==> src/rtl/bcd_pkg.sv <==
// Shared types and constants for the digit-serial BCD adder/subtractor.
package bcd_pkg;

   localparam int BCD_DIGIT_W = 4;

   typedef logic [BCD_DIGIT_W-1:0] bcd_digit_t;

   localparam bcd_digit_t BCD_MAX_DIGIT  = 4'd9;
   localparam bcd_digit_t BCD_CORRECTION = 4'd6;

   typedef enum logic [1:0] {
      IDLE,
      RUN,
      DONE
   } state_t;

endpackage

==> src/rtl/bcd_digit_adder.sv <==
// Combinational single-digit BCD adder with nine's-complement for subtract
// and +6 decimal correction. 'invalid' flags a non-BCD a or raw b digit.
module bcd_digit_adder
   import bcd_pkg::*;
(
   input  bcd_digit_t a,
   input  bcd_digit_t b,
   input  logic       cin,
   input  logic       sub,
   output bcd_digit_t digit,
   output logic       cout,
   output logic       invalid
);

   bcd_digit_t b_eff;
   logic [4:0] sum;
   logic [4:0] corrected;

   // Nine's-complement of b in subtract mode, binary sum, then decimal correction
   always_comb begin
      b_eff     = sub ? bcd_digit_t'(BCD_MAX_DIGIT - b) : b;
      sum       = {1'b0, a} + {1'b0, b_eff} + {4'b0000, cin};
      corrected = sum + {1'b0, BCD_CORRECTION};
      if (sum > {1'b0, BCD_MAX_DIGIT}) begin
         digit = corrected[3:0];
         cout  = 1'b1;
      end else begin
         digit = sum[3:0];
         cout  = 1'b0;
      end
      invalid = (a > BCD_MAX_DIGIT) || (b > BCD_MAX_DIGIT);
   end

endmodule

==> src/rtl/bcd_serial_adder.sv <==
// Digit-serial multi-digit BCD adder/subtractor, LSD first, one digit per clock,
// with valid/ready handshakes on both sides.
// Optional build macro BCD_INPUT_CHECK_EN adds a sticky 'err' output flagging
// non-BCD operand digits seen during the operation.
module bcd_serial_adder
   import bcd_pkg::*;
#(
   parameter int N_DIGITS = 4,
   localparam int W = 4 * N_DIGITS
) (
   input  logic         clk,
   input  logic         rst_n,
   input  logic         in_valid,
   output logic         in_ready,
   input  logic [W-1:0] A,
   input  logic [W-1:0] B,
   input  logic         Cin,
   input  logic         mode,
   output logic         out_valid,
   input  logic         out_ready,
   output logic [W-1:0] S,
`ifdef BCD_INPUT_CHECK_EN
   output logic         Cout,
   output logic         err
`else
   output logic         Cout
`endif
);

   localparam int IDX_W = (N_DIGITS > 1) ? $clog2(N_DIGITS) : 1;
   localparam logic [IDX_W-1:0] LAST_IDX = IDX_W'(N_DIGITS - 1);

   state_t           state_reg;
   logic [IDX_W-1:0] idx_reg;
   logic [W-1:0]     a_reg;
   logic [W-1:0]     b_reg;
   logic             mode_reg;
   logic             carry_reg;
   logic             cout_reg;
   logic             out_valid_reg;

   bcd_digit_t a_dig [N_DIGITS];
   bcd_digit_t b_dig [N_DIGITS];
   bcd_digit_t s_dig [N_DIGITS];

   bcd_digit_t dig_sum;
   logic       dig_cout;
   logic       dig_invalid_w;

   // Split operands into digits and reassemble the result digits
   for (genvar gi = 0; gi < N_DIGITS; gi++) begin : g_digits
      assign a_dig[gi]          = a_reg[4*gi +: 4];
      assign b_dig[gi]          = b_reg[4*gi +: 4];
      assign S[4*gi +: 4]       = s_dig[gi];

      // Result digit gi is written only in the RUN cycle that processes it
      always_ff @(posedge clk or negedge rst_n) begin
         if (!rst_n)
            s_dig[gi] <= '0;
         else if (state_reg == RUN && idx_reg == IDX_W'(gi))
            s_dig[gi] <= dig_sum;
      end
   end

   bcd_digit_adder u_digit (
      .a       (a_dig[idx_reg]),
      .b       (b_dig[idx_reg]),
      .cin     (carry_reg),
      .sub     (mode_reg),
      .digit   (dig_sum),
      .cout    (dig_cout),
      .invalid (dig_invalid_w)
   );

   assign in_ready  = (state_reg == IDLE);
   assign out_valid = out_valid_reg;
   assign Cout      = cout_reg;

   // Control FSM: accept in IDLE, ripple the decimal carry through RUN, hold in DONE
   always_ff @(posedge clk or negedge rst_n) begin
      if (!rst_n) begin
         state_reg     <= IDLE;
         idx_reg       <= '0;
         a_reg         <= '0;
         b_reg         <= '0;
         mode_reg      <= 1'b0;
         carry_reg     <= 1'b0;
         cout_reg      <= 1'b0;
         out_valid_reg <= 1'b0;
      end else begin
         case (state_reg)
            IDLE: begin
               if (in_valid) begin
                  a_reg     <= A;
                  b_reg     <= B;
                  mode_reg  <= mode;
                  // Ten's complement = nine's complement + 1, so subtract starts with carry set
                  carry_reg <= mode ? 1'b1 : Cin;
                  idx_reg   <= '0;
                  state_reg <= RUN;
               end
            end
            RUN: begin
               carry_reg <= dig_cout;
               if (idx_reg == LAST_IDX) begin
                  idx_reg       <= '0;
                  cout_reg      <= dig_cout;
                  out_valid_reg <= 1'b1;
                  state_reg     <= DONE;
               end else begin
                  idx_reg <= idx_reg + 1'b1;
               end
            end
            DONE: begin
               if (out_ready) begin
                  out_valid_reg <= 1'b0;
                  state_reg     <= IDLE;
               end
            end
            default: state_reg <= IDLE;
         endcase
      end
   end

`ifdef BCD_INPUT_CHECK_EN
   logic err_reg;

   // Sticky per-operation flag for non-BCD digits, cleared on accept
   always_ff @(posedge clk or negedge rst_n) begin
      if (!rst_n)
         err_reg <= 1'b0;
      else if (state_reg == IDLE && in_valid)
         err_reg <= 1'b0;
      else if (state_reg == RUN && dig_invalid_w)
         err_reg <= 1'b1;
   end

   assign err = err_reg;
`else
   logic unused_invalid;
   assign unused_invalid = dig_invalid_w;
`endif

endmodule

==> config.mk <==
export PLATFORM = sky130hd
export DESIGN_NAME = bcd_serial_adder
export DESIGN_NICKNAME = d
export VERILOG_FILES = /design/src/rtl/bcd_pkg.sv /design/src/rtl/bcd_digit_adder.sv /design/src/rtl/bcd_serial_adder.sv
export SDC_FILE = /design/constraint.sdc
export NUM_CORES = 1
export LEC_CHECK = 0
export ABC_AREA = 1
export BUFFER_PORTS_ARGS = -buffer_cell sky130_fd_sc_hd__buf_2
export CAP_MARGIN = 0
export CORE_MARGIN = 3
export CORE_UTILIZATION = 35
export DETAILED_ROUTE_END_ITERATION = 16
export PLACE_DENSITY = 0.53
export SETUP_SLACK_MARGIN = 0.3
export SLEW_MARGIN = 20
export SYNTH_ARGS = -nofsm -noshare
export SYNTH_HDL_FRONTEND = slang
export SYNTH_SLANG_ARGS = --single-unit
==> constraint.sdc <==
create_clock -name clk -period 4.8 [get_ports clk]
set_input_delay 0.48 -clock clk [delete_from_list [all_inputs] [get_ports clk]]
set_output_delay 0.48 -clock clk [all_outputs]
set_load 0.005 [all_outputs]
==> flow_summary.ini, run 1 <==
[status]
status = finished clean

[synth]
syn_area_sq_um = 2770
netlist_instances = 339
synth.avg_cell_area_sq_um = 8.18
ys_ff_latch = 56
ys_types = 24
yosysSeqAreaShare_pct = 50.5
syn_nets = 388
ys_warn_count = 0

[timing]
slew_headroom_pct = 52.4
hold_violations = 0
drv_slew = 0
setup_viol = 0
setup_tns_ps = 0
holdWs_ps = 298
fmax_ghz = 0.281
period_needed_ps = 3550
worstMarginPinSlew_ps = 714
post-route-period-util_pct = 74.0
clock_skew_ps = 9.41
rsz0062_at_grt = no

[worst_setup_path]
crit_arrival_ps = 3760
cp-start-kind = flip-flop
crit_fanout = 21
required_ps = 5010
critPathKind = flip-flop to flip-flop
worstSetupEndpointType = flip-flop

[clocking]
insertion_delay_ps = 320
cts_tree = yes
numCtsBuffers = 5
postCtsSetupBuffers = 0
numClockSinks = 56
htree_num_levels = 2
post_cts_resize_count = 0
root_buffer = clkbuf_8
cts_buffer_depth = 2
holdBufCountCts = 0
clk_pin_slew_ps = 110

[floorplanning]
rows = 31
die_y_microns = 95.0
io_pins = 57
core_sq_um = 7490
die_w_microns = 95.0
fp.dieArea_sq_um = 9030
initial_core_util_pct = 37.0

[place]
port_buffers = 56
place_hpwl_microns = 4400
gp_congestion = 0.738

[route]
antenna_left = 0
finalWirelength_microns = 6230
drtPass1Iterations = 4
route.detailed.drc = 0
route.detailed.wl_per_inst_microns = 12.6
dr.first_iter.drc_count = 108
vias = 2284
vias_per_cell = 4.63

[global_routing]
gr-total-overflow = 0
grt_pass1_vias = 2191
gr-usage-all-layers_pct = 14.9
grt_max_degree = 57
grt_antenna_before_repair = 0
grt_pass1_wl_microns = 10500

[finish]
layout-drive-gt1-share_pct = 21.8
n_fill_cell = 803
final_nets = 442
n_antenna_cell = 0
synthToLayoutAreaGrowth_pct = 16.5

[worst_hold_path]
hold_class = input pin to async pin

[flow_run]
drv_cap = 0
-- final cells by class --
| cell class | count | area (sq um) | share of cell area, % |
|---|---|---|---|
| sequential | 56 | 1400 | 43.4 |
| inverter | 19 | 71.3 | 2.21 |
| clock inverter | 2 | 15.0 | 0.465 |
| multi-input combinational | 254 | 1250 | 38.6 |
| clock buffer | 6 | 82.6 | 2.56 |
| tap | 99 | 124 | 3.84 |
| timing repair buffer | 57 | 288 | 8.91 |
-- metal layers --
metal | GRT usage (%) | share of wire (%) | wire, microns
met1 | 21.2 | 51 | 3160
met2 | 23.3 | 44 | 2720
met3 | 2.95 | 4.5 | 278
met5 | 0 | 0 | 0
met4 | 3.61 | 1.1 | 69
-- path summary, 6_finish.rpt --
path	slack [ps]	depth (start not counted)	endpoint	from
worst min register to register	480	2	S[2]	S[2]
worst max register to register	1250	15	S[2]	idx_reg[0]
worst max-delay path	1250	15	S[2]	idx_reg[0]
worst min-delay path	300	2	b_reg[10]	rst_n
max in group asynchronous	4040	2	a_reg[4]	rst_n
min in group clk	350	3	a_reg[6]	A[6]
-- placed cells by master, fill, tap and decap left out, types with 6 or more instances in the layout --
master    Yosys  layout
nand2_1     159     159
dfrtp_1      56      56
buf_2         9      56
nand3_1      19      19
o21ai_0      18      18
nor2_1       15      15
inv_1        14      14
ha_1          9       9
nand2_2       7       7
o22ai_1       6       6
clkbuf_8      0       6
-- synth_stat cells, drive strengths merged --
cell type / number / area [sq um]
a21oi: 5 / 47.5
a22o: 1 / 8.76
a32o: 1 / 10.0
a32oi: 1 / 8.76
buf: 10 / 52.6
dfrtp: 56 / 1400
fa: 2 / 40.0
ha: 9 / 113
inv: 19 / 71.3
nand2: 169 / 674
nand3: 20 / 105
nor2: 18 / 85.1
o21ai: 20 / 100
o22ai: 6 / 37.5
xor2: 2 / 17.5
-- worst max-delay path: stages, from the launching register on --
cell	delay (ps)
dfrtp_1	750
inv_2	280
o21ai_0	220
o22ai_1	100
xor2_1	160
fa_1	470
fa_1	440
nand2_1	130
nand2_4	80
ha_1	250
a21oi_4	150
nand2_4	80
nand2_4	90
nand2_2	90
nand3_1	80
nand2_1	50
-- logic make-up after synthesis --
kind of cell,synth area share [%]
flip-flops,50.5
adder cells (fa/ha/maj),5.51
AO/OA/AOI/OAI,7.67
XOR/XNOR,0.632
AND/OR/NAND/NOR,31.2
buffers and inverters,4.47
-- stage by stage --
stage	cells	util (%)	area (sq um)	setup WS (ps)
after floorplan	339	-	2770	1910
after global placement	485	41.8	3130	1400
after detailed placement	485	41.8	3130	1310
after CTS	493	43.1	3230	1280
after global routing	493	43.1	3230	935
final	493	43.1	3230	1250
Power of run 1 is not shown: default switching activity piles up to over one toggle a cycle in this logic, so the estimate is an artifact.
==> inputs of run 2 (changes only) <==
ABC_AREA = 0   (was 1)
clock period = 3.3 ns   (was 4.8 ns; I/O delays follow)
==> run 2 against run 1 <==
  * Wire length is 12% lower
  * Clock-buffer cell count stayed put
  * Flip-flop and latch count stayed put
  * Largest cell class unchanged
  * The run now ends with negative hold slack left
  * Clock skew is 2.3 ps lower
==> flow_summary.ini, run 2 <==
[synth]
ys_ff_latch = 56
syn_nets = 269
synth-edff-count = 0
yosysSeqAreaShare_pct = 51.2
synth.most_common_cell = dfrtp_1
synth.avg_cell_area_sq_um = 12.4
ys_types = 34
ys_warn_count = 0
synth.area.top_cells = dfrtp_1, mux2_2, mux4_2
yosysTopAreaCell = dfrtp_1
synth_top_flop_cell = dfrtp_1
netlist_instances = 220
syn_area_sq_um = 2740
synth_top_area_share_pct = 51.2
synth_commonest_cells = dfrtp_1, mux2_2, nand2_1
async_flop_share_pct = 100

[route]
route.detailed.drc = 0
antenna_left = 0
drtPass1Iterations = 4
vias_per_cell = 4.74
vias = 1838
finalWirelength_microns = 5480
dr.first_iter.drc_count = 42
route.detailed.wl_per_inst_microns = 14.1

[floorplanning]
core_sq_um = 7410
io_pins = 57
rows = 31
die_y_microns = 94.4
die_w_microns = 94.4
fp.dieArea_sq_um = 8920
initial_core_util_pct = 37.0

[timing]
rsz0062_at_grt = yes
hold_violations = 2
post-route-period-util_pct = 97.6
fin_ws_ps = 78.4
period_needed_ps = 3220
setup_viol = 0
worstMarginPinSlew_ps = 612
clock_skew_ps = 7.14
drv_slew = 0
holdWs_ps = -3.18
slew_headroom_pct = 59.1
setup_tns_ps = 0
fmax_ghz = 0.310

[worst_setup_path]
path_cells = mux4_2, xor2_1, fa_2, fa_2, xnor2_2, ha_4, a211o_1, a21oi_4, buf_4, o21ai_0, nand2_1
crit_fanout = 5
rr_startpoint = idx_reg[0]
crit_arrival_ps = 3460
cp_slowest_stage_delay_ps = 530
cp-start-kind = flip-flop
r2r-end = carry_reg
rrSetupSlack_ps = 80
slowest_stage = mux4_2
reg2regPathDepth = 11
path_common_cell = fa_2
required_ps = 3540
critPathKind = flip-flop to flip-flop
worstSetupEndpointType = flip-flop

[global_routing]
grt_antenna_before_repair = 0
grt_pass1_wl_microns = 9380
gr-usage-all-layers_pct = 13.5
grt_max_degree = 34
grt_pass1_vias = 1924
gr-total-overflow = 0

[clocking]
numCtsBuffers = 5
cts_tree = yes
insertion_delay_ps = 300
htree_num_levels = 2
clk_pin_slew_ps = 100
root_buffer = clkbuf_8
holdBufCountCts = 0
numClockSinks = 56
cts_buffer_depth = 2

[worst_hold_path]
hold_class = input pin to async pin

[flow_run]
drv_cap = 0

[finish]
final_nets = 338
final_common_cell = buf_2
layout-drive-gt1-share_pct = 44.6
n_antenna_cell = 0
layout_common_cells = buf_2, dfrtp_1, mux2_2
synthToLayoutAreaGrowth_pct = 20.6

[place]
port_buffers = 56
gp_congestion = 0.720
place_ws_ps = -29.2
place_hpwl_microns = 4130

[status]
violations = negative hold slack
status = finished with violations
[run 2: through the flow]
stage               std cells  hold slack (ps)  utilization, %  area [sq um]
global placement          375              345            42.7          3160
global route              388             30.3            44.6          3300
finish                    388            -3.18            44.6          3300
floorplan                 220             34.4               -          2770
CTS                       386             3.75            44.4          3290
detailed placement        375              346            42.7          3160
[run 2: critical path, delay by kind of cell (launching register included)]
family / cells / cell delay (ps)
flops: 1 / 430
compound gates: 3 / 600
mux: 1 / 530
xor+xnor: 2 / 360
buf+inv: 1 / 140
fa+ha+maj: 3 / 980
simple gates: 1 / 110
[run 2: what timing repair did]
action | 4_1_cts | 5_1_grt
setup endpoints to repair | 14 | 14
pin swaps | 3 | 4
resized for setup | 8 | 0
buffers inserted | 4 | 2
[run 2: worst max path at each step]
| stage | startpoint | slack (ps) | depth (start not counted) | endpoint |
|---|---|---|---|---|
| 5_1_grt | idx_reg[0] | -80 | 11 | carry_reg |
| 3_5_place_dp | idx_reg[0] | -30 | 10 | S[14] |
| 6_report | idx_reg[0] | 80 | 11 | carry_reg |
| 4_1_cts | idx_reg[0] | 60 | 10 | S[14] |
| 2_1_floorplan | idx_reg[0] | 110 | 11 | S[10] |
| 3_3_place_gp | idx_reg[0] | 110 | 10 | S[14] |
[run 2: area by class of cell]
type	instances	area [sq um]
Clock inverter	1	5.00
Timing Repair Buffer	70	385
Sequential cell	56	1400
Clock buffer	6	72.6
Inverter	7	26.3
Multi-Input combinational cell	149	1280
Tap cell	99	124
Fill cell	745	4110
[run 2: per-layer routing]
metal	vias to the layer above	share of wire [%]	track usage [%]	wire length, microns
met1	874	49	18.7	2680
li1	913	-	-	-
met2	46	45	21.4	2480
met5	-	0	0	0
met3	5	4.9	2.95	267
met4	0	0.91	3.61	50
[run 2: kinds of logic after synthesis]
| logic type | synth area share [%] |
|---|---|
| XOR/XNOR | 1.28 |
| AND/OR/NAND/NOR | 9.60 |
| AO/OA/AOI/OAI | 7.77 |
| multiplexers | 21.3 |
| buffers and inverters | 3.34 |
| adder cells (fa/ha/maj) | 5.58 |
| flip-flops | 51.2 |
Power of run 2 is left out for the same reason.
